==> config.mk <==
export PLATFORM = sky130hd
export DESIGN_NAME = mastermind_solver_flat
export DESIGN_NICKNAME = d
export VERILOG_FILES = /design/src/rtl/mm_pkg.sv /design/src/rtl/mastermind_solver_if.sv /design/src/rtl/mm_score.sv /design/src/rtl/mastermind_solver.sv /design/src/flat_wrapper.sv
export SDC_FILE = /design/constraint.sdc
export NUM_CORES = 1
export LEC_CHECK = 0
export ABC_AREA = 1
export BUFFER_PORTS_ARGS = -buffer_cell sky130_fd_sc_hd__buf_2
export CAP_MARGIN = 25
export CORE_UTILIZATION = 41
export DETAILED_ROUTE_END_ITERATION = 16
export RECOVER_POWER = 50
export SLEW_MARGIN = 25
export SYNTH_ARGS = -nofsm -noshare
export SYNTH_HDL_FRONTEND = slang
export SYNTH_HIERARCHICAL = 1
export SYNTH_SLANG_ARGS = --single-unit
==> constraint.sdc <==
create_clock -name clk -period 14.8 [get_ports clk]
set_input_delay 4.44 -clock clk [delete_from_list [all_inputs] [get_ports clk]]
set_output_delay 4.44 -clock clk [all_outputs]
set_load 0.005 [all_outputs]
==> src/rtl/mm_pkg.sv <==
// Shared types for the Mastermind codebreaker: code/score encodings, history entries
// and the solver state encoding.
package mm_pkg;

  localparam int NUM_PEGS   = 4;
  localparam int NUM_COLORS = 4;

  typedef logic [1:0] digit_t;
  typedef logic [7:0] code_t;   // digit3 = [7:6] .. digit0 = [1:0]

  typedef struct packed {
    logic [2:0] exact;
    logic [2:0] partial;
  } score_t;

  typedef struct packed {
    code_t  code;
    score_t score;
  } hist_t;

  typedef enum logic [2:0] {
    S_IDLE,
    S_PRESENT,
    S_CHECK,
    S_SEARCH,
    S_DONE,
    S_FAIL
  } state_t;

endpackage

==> src/rtl/mastermind_solver_if.sv <==
// Game-side bus of the codebreaker: start/feedback in, guess and status out.
interface mastermind_solver_if;
  import mm_pkg::*;

  logic       start;
  logic       fb_valid;
  logic [2:0] fb_exact;
  logic [2:0] fb_partial;
  code_t      guess;
  logic       guess_valid;
  logic       busy;
  logic       solved;
  logic       fail;
  logic [3:0] guess_count;

  modport slave (
    input  start, fb_valid, fb_exact, fb_partial,
    output guess, guess_valid, busy, solved, fail, guess_count
  );

  modport master (
    output start, fb_valid, fb_exact, fb_partial,
    input  guess, guess_valid, busy, solved, fail, guess_count
  );

endinterface

==> src/rtl/mm_score.sv <==
// Combinational Mastermind scorer: exact matches plus colour-overlap partials.
module mm_score
  import mm_pkg::*;
(
  input  code_t  a_i,
  input  code_t  b_i,
  output score_t score_o
);

  logic [2:0] ex, tot, na, nb;

  // NOTE: blocking assignments here are intentional; the accumulators are
  // read back within the same pass, and each gets a default up front so no latch forms.
  always_comb begin
    ex  = '0;
    tot = '0;
    na  = '0;
    nb  = '0;
    for (int p = 0; p < NUM_PEGS; p++) begin
      if (a_i[2*p +: 2] == b_i[2*p +: 2]) ex = ex + 3'd1;
    end
    for (int c = 0; c < NUM_COLORS; c++) begin
      na = '0;
      nb = '0;
      for (int p = 0; p < NUM_PEGS; p++) begin
        if (a_i[2*p +: 2] == digit_t'(c)) na = na + 3'd1;
        if (b_i[2*p +: 2] == digit_t'(c)) nb = nb + 3'd1;
      end
      tot = tot + ((na < nb) ? na : nb);
    end
    score_o = '{exact: ex, partial: tot - ex};
  end

endmodule

==> src/rtl/mastermind_solver.sv <==
// Mastermind codebreaker: proposes guesses and scans the code space for one consistent
// with all feedback. Define MM_SOLVER_FB_CHECK_EN to reject impossible feedback immediately.
module mastermind_solver
  import mm_pkg::*;
#(
  parameter int    MAX_GUESSES = 8,
  parameter code_t FIRST_GUESS = 8'h05
) (
  input logic          clk,
  input logic          reset,
  mastermind_solver_if.slave bus
);

  localparam int HIW = (MAX_GUESSES > 1) ? $clog2(MAX_GUESSES) : 1;
  localparam int HCW = $clog2(MAX_GUESSES + 1);

  state_t           state_q;
  code_t            guess_q, cand_q;
  logic             guess_valid_q, busy_q, solved_q, fail_q;
  logic [3:0]       guess_count_q;
  logic [HCW-1:0]   hcount_q;
  logic [HIW-1:0]   hidx_q;
  hist_t            hist_q [MAX_GUESSES];

  hist_t  cur_h;
  score_t cand_s, fb_s;
  logic   cand_match, last_idx, fb_last;

  assign cur_h      = hist_q[hidx_q];
  assign fb_s       = '{exact: bus.fb_exact, partial: bus.fb_partial};
  assign cand_match = (cand_s == cur_h.score);
  assign last_idx   = (HCW'(hidx_q) == hcount_q - HCW'(1));
  assign fb_last    = (hcount_q == HCW'(MAX_GUESSES - 1));

`ifdef MM_SOLVER_FB_CHECK_EN
  logic fb_bad;
  assign fb_bad = (({1'b0, bus.fb_exact} + {1'b0, bus.fb_partial}) > 4'd4) ||
                  (bus.fb_exact == 3'd3 && bus.fb_partial == 3'd1);
`endif

  mm_score u_score (
    .a_i    (cand_q),
    .b_i    (cur_h.code),
    .score_o(cand_s)
  );

  // Status outputs are decided when feedback is accepted, so solved/fail are visible during CHECK.
  always_ff @(posedge clk) begin
    if (reset) begin
      // NOTE: hist_q is deliberately not reset; hcount_q alone defines which entries are valid.
      state_q       <= S_IDLE;
      guess_q       <= '0;
      cand_q        <= '0;
      guess_valid_q <= 1'b0;
      busy_q        <= 1'b0;
      solved_q      <= 1'b0;
      fail_q        <= 1'b0;
      guess_count_q <= '0;
      hcount_q      <= '0;
      hidx_q        <= '0;
    end else begin
      unique case (state_q)
        S_IDLE, S_DONE, S_FAIL: begin
          if (bus.start) begin
            state_q       <= S_PRESENT;
            guess_q       <= FIRST_GUESS;
            guess_count_q <= 4'd1;
            guess_valid_q <= 1'b1;
            busy_q        <= 1'b1;
            solved_q      <= 1'b0;
            fail_q        <= 1'b0;
            hcount_q      <= '0;
          end
        end
        S_PRESENT: begin
          if (bus.fb_valid) begin
            guess_valid_q <= 1'b0;
`ifdef MM_SOLVER_FB_CHECK_EN
            if (fb_bad) begin
              state_q <= S_FAIL;
              fail_q  <= 1'b1;
              busy_q  <= 1'b0;
            end else
`endif
            begin
              hist_q[hcount_q[HIW-1:0]] <= '{code: guess_q, score: fb_s};
              hcount_q <= hcount_q + HCW'(1);
              state_q  <= S_CHECK;
              if (fb_s.exact == 3'd4) begin
                solved_q <= 1'b1;
                busy_q   <= 1'b0;
              end else if (fb_last) begin
                fail_q <= 1'b1;
                busy_q <= 1'b0;
              end
            end
          end
        end
        S_CHECK: begin
          hidx_q <= '0;
          cand_q <= (hcount_q == HCW'(1)) ? 8'h00 : guess_q + 8'h01;
          if (solved_q)    state_q <= S_DONE;
          else if (fail_q) state_q <= S_FAIL;
          else             state_q <= S_SEARCH;
        end
        S_SEARCH: begin
          if (!cand_match) begin
            if (cand_q == 8'hFF) begin
              state_q <= S_FAIL;
              fail_q  <= 1'b1;
              busy_q  <= 1'b0;
            end else begin
              cand_q <= cand_q + 8'h01;
              hidx_q <= '0;
            end
          end else if (last_idx) begin
            guess_q       <= cand_q;
            guess_count_q <= guess_count_q + 4'd1;
            guess_valid_q <= 1'b1;
            state_q       <= S_PRESENT;
          end else begin
            hidx_q <= hidx_q + HIW'(1);
          end
        end
        default: state_q <= S_IDLE;
      endcase
    end
  end

  assign bus.guess       = guess_q;
  assign bus.guess_valid = guess_valid_q;
  assign bus.busy        = busy_q;
  assign bus.solved      = solved_q;
  assign bus.fail        = fail_q;
  assign bus.guess_count = guess_count_q;

endmodule

==> src/flat_wrapper.sv <==
// flat-port wrapper written by rule: the top's interface ports become plain ports
module mastermind_solver_flat import mm_pkg::*;
#(
  parameter int    MAX_GUESSES = 8,
  parameter code_t FIRST_GUESS = 8'h05
)
  (clk, reset, bus_start, bus_fb_valid, bus_fb_exact, bus_fb_partial, bus_guess, bus_guess_valid, bus_busy, bus_solved, bus_fail, bus_guess_count);
  mastermind_solver_if bus_i ();
  input logic clk;
  input logic reset;
  input wire logic [$bits(bus_i.start)-1:0] bus_start;
  input wire logic [$bits(bus_i.fb_valid)-1:0] bus_fb_valid;
  input wire logic [$bits(bus_i.fb_exact)-1:0] bus_fb_exact;
  input wire logic [$bits(bus_i.fb_partial)-1:0] bus_fb_partial;
  output wire logic [$bits(bus_i.guess)-1:0] bus_guess;
  output wire logic [$bits(bus_i.guess_valid)-1:0] bus_guess_valid;
  output wire logic [$bits(bus_i.busy)-1:0] bus_busy;
  output wire logic [$bits(bus_i.solved)-1:0] bus_solved;
  output wire logic [$bits(bus_i.fail)-1:0] bus_fail;
  output wire logic [$bits(bus_i.guess_count)-1:0] bus_guess_count;
  assign bus_i.start = bus_start;
  assign bus_i.fb_valid = bus_fb_valid;
  assign bus_i.fb_exact = bus_fb_exact;
  assign bus_i.fb_partial = bus_fb_partial;
  assign bus_guess = bus_i.guess;
  assign bus_guess_valid = bus_i.guess_valid;
  assign bus_busy = bus_i.busy;
  assign bus_solved = bus_i.solved;
  assign bus_fail = bus_i.fail;
  assign bus_guess_count = bus_i.guess_count;
  mastermind_solver #(.MAX_GUESSES(MAX_GUESSES), .FIRST_GUESS(FIRST_GUESS)) u_core (.clk(clk), .reset(reset), .bus(bus_i));
endmodule
==> impl_metrics.py <==
metrics = {
    "clock_tree": {
        "numCtsBuffers": 17,
        "postCtsHoldBufs": 0,
        "clock-root-buffer": "clkbuf_16",
        "clock_latency_ns": 0.42,
        "clock_path_buffers": 2,
        "cts_resized": 0,
        "clock-sinks": 149,
        "clk_pin_slew_ns": 0.06,
        "htreeDepth": 4,
        "cts_tree": "yes",
        "cts_setup_buffers": 0,
    },
    "logic_synthesis": {
        "syn_nets": 1166,
        "avgSynthCellArea_um2": 7.95,
        "syn_inst": 1103,
        "syn_area_mm2": 0.00877,
        "synth-seq-cells": 149,
        "ys_seq_area_share_pct": 46.8,
        "yosys_warnings": 6,
        "ys_types": 33,
    },
    "global_routing": {
        "grt_pass1_vias": 6402,
        "grt_pass1_wl_um": 33000,
        "antenna_found_initial": 0,
        "grt.overflow.total": 0,
        "grt_usage_pct": 19.6,
        "grt_max_degree": 60,
    },
    "routing": {
        "dr.pass1.iters": 6,
        "antenna_left": 0,
        "routed_wl_um": 20700,
        "drt-initial-drc-count": 591,
        "num_vias": 7103,
        "vias_per_cell": 5.02,
        "avgRoutedWirePerCell_um": 14.6,
        "route.detailed.drc": 0,
    },
    "die": {
        "die_h_um": 148,
        "die_x_um": 148,
        "core_area_mm2": 0.0210,
        "initial_core_util_pct": 41.7,
        "io_pins": 26,
        "rows": 53,
        "die-area_mm2": 0.0220,
    },
    "finish": {
        "drive_gt1_share_pct": 6.67,
        "finish.instance_area_mm2": 0.00977,
        "area_growth_pct": 11.3,
        "nets": 1189,
        "num_antenna_cells": 0,
    },
    "critical_path": {
        "crit_path_max_fanout": 59,
        "crit_arrival_ns": 8.27,
        "start_kind": "flop",
        "worstSetupPathType": "reg2reg",
        "cp.required_ns": 15.10,
        "crit_top_cell": "nand2_1",
        "crit_slowest_cell": "inv_2",
        "reg2reg_setup_slack_ns": 6.83,
        "end_kind": "flop",
        "cpPeakStageDelay_ns": 0.73,
        "r2r_cells": 45,
    },
    "sta": {
        "relSlewSlack_pct": 27.3,
        "whs_ns": 0.467,
        "fin_crit_sh_pct": 53.9,
        "maxSlewViolCount": 0,
        "skew_ns": 0.0136,
        "finalSetupViolations": 0,
        "rsz0062_at_grt": "no",
        "fmax_mhz": 125,
        "setup-tns-final_ns": 0,
        "tightest_slew_ns": 1.09,
        "fin_crit_ns": 7.97,
        "hold_violations": 0,
    },
    "placement": {
        "routabilityCongestion": 0.811,
        "hpwl_um": 14300,
        "placed_area_mm2": 0.00919,
        "port_buffers": 25,
    },
    "hold_path": {
        "hold_depth": 2,
        "hp-class": "reg2reg",
    },
    "job": {
        "maxCapViolCount": 0,
    },
    "outcome": {
        "status": "complete, no violations",
    },
}
-- sequential cells by signal, indices dropped and copies added (netlist names), named ones only --
register	count
u_core/bus.busy	1
u_core/bus.guess	8
u_core/cand_q	8
u_core/bus.solved	1
u_core/state_q	3
u_core/hidx_q	3
u_core/bus.fail	1
u_core/bus.guess_valid	1
u_core/hcount_q	4
u_core/hist_q	112
u_core/bus.guess_count	4
-- per-stage QoR --
step / std cells / util [%] / worst slack [ns]
3_3_place_gp: 1382 / 43.7 / 7.01
6_report: 1414 / 46.5 / 6.83
5_1_grt: 1414 / 46.5 / 5.94
4_1_cts: 1414 / 46.6 / 6.81
2_1_floorplan: 1103 / - / 8.37
3_5_place_dp: 1382 / 43.7 / 6.87
-- logic make-up (layout without fill, tap and decap cells) --
kind of cell,count (synthesis),in the layout,synth area share (%)
DFF,149,149,46.8
AOI/OAI and AO/OA,121,121,7.32
xor gates and xnor gates,26,26,2.60
and+or+nand+nor,568,568,27.0
adders and majority gates,53,53,7.90
buffers and inverters,186,222,8.43
-- per-layer routing --
layer	global-route usage, %	vias up	part of all wire (%)
li1	-	3632	-
met1	26.6	3316	47
met2	32.5	135	48
met3	2.45	20	3.5
met4	6.19	0	1.3
met5	0	-	0
-- cell usage in the layout (no fill, tap or decap), types with 6 or more instances in the layout --
cell type / n
nand3_1: 88
clkbuf_1: 13
inv_2: 8
nand3b_1: 6
nand2_1: 291
o21ai_0: 60
a31oi_1: 9
dfxtp_1: 36
nor2_1: 150
edfxtp_1: 112
o22ai_1: 10
a21oi_1: 29
nand4_1: 12
xnor2_1: 11
xor2_1: 15
ha_1: 49
o21ai_1: 9
buf_2: 16
clkbuf_16: 19
inv_1: 151
-- final cells by class --
type                            count  area, um2
Fill cell                        2053      11300
Sequential cell                   149       4110
Multi-Input combinational cell    768       3970
Inverter                          159        597
Clock buffer                       21        483
Tap cell                          275        344
Timing Repair Buffer               31        151
Clock inverter                     11        113
-- critical path, delay by kind of cell (launching register included) --
family	cells	cell delay, ns
fa+ha+maj	7	2.66
compound gates	5	1.13
xor+xnor	1	0.15
flops	1	0.31
buf+inv	10	1.61
simple gates	22	1.98
-- synth_stat cells, drive strengths merged --
cell type	n	area (um2)
a21oi	29	145
a22o	1	8.76
a31oi	9	56.3
and2	1	6.26
and3	2	12.5
buf	12	86.3
clkbuf	15	56.3
dfxtp	37	741
edfxtp	112	3360
fa	4	80.1
ha	49	613
inv	159	597
nand2	294	1110
nand3	90	460
nand3b	6	45.0
nand4	12	75.1
nor2	156	616
nor3	7	40.0
o21ai	70	354
o22ai	10	62.6
o31ai	2	15.0
xnor2	11	96.3
xor2	15	131
-- final timing paths --
check	to	startpoint
setup / recovery	u_core/bus.guess[2]$_SDFFE_PP0P_	flop
setup reg to reg	u_core/bus.guess[2]$_SDFFE_PP0P_	flop
hold / removal	u_core/bus.guess_valid$_SDFFE_PP0P_	u_core/bus.guess_valid$_SDFFE_PP0P_
hold reg to reg	u_core/bus.guess_valid$_SDFFE_PP0P_	u_core/bus.guess_valid$_SDFFE_PP0P_
Power is left out: the tool's default activity adds up to more than one toggle a clock period on the data nets, which glitch-free logic cannot reach.
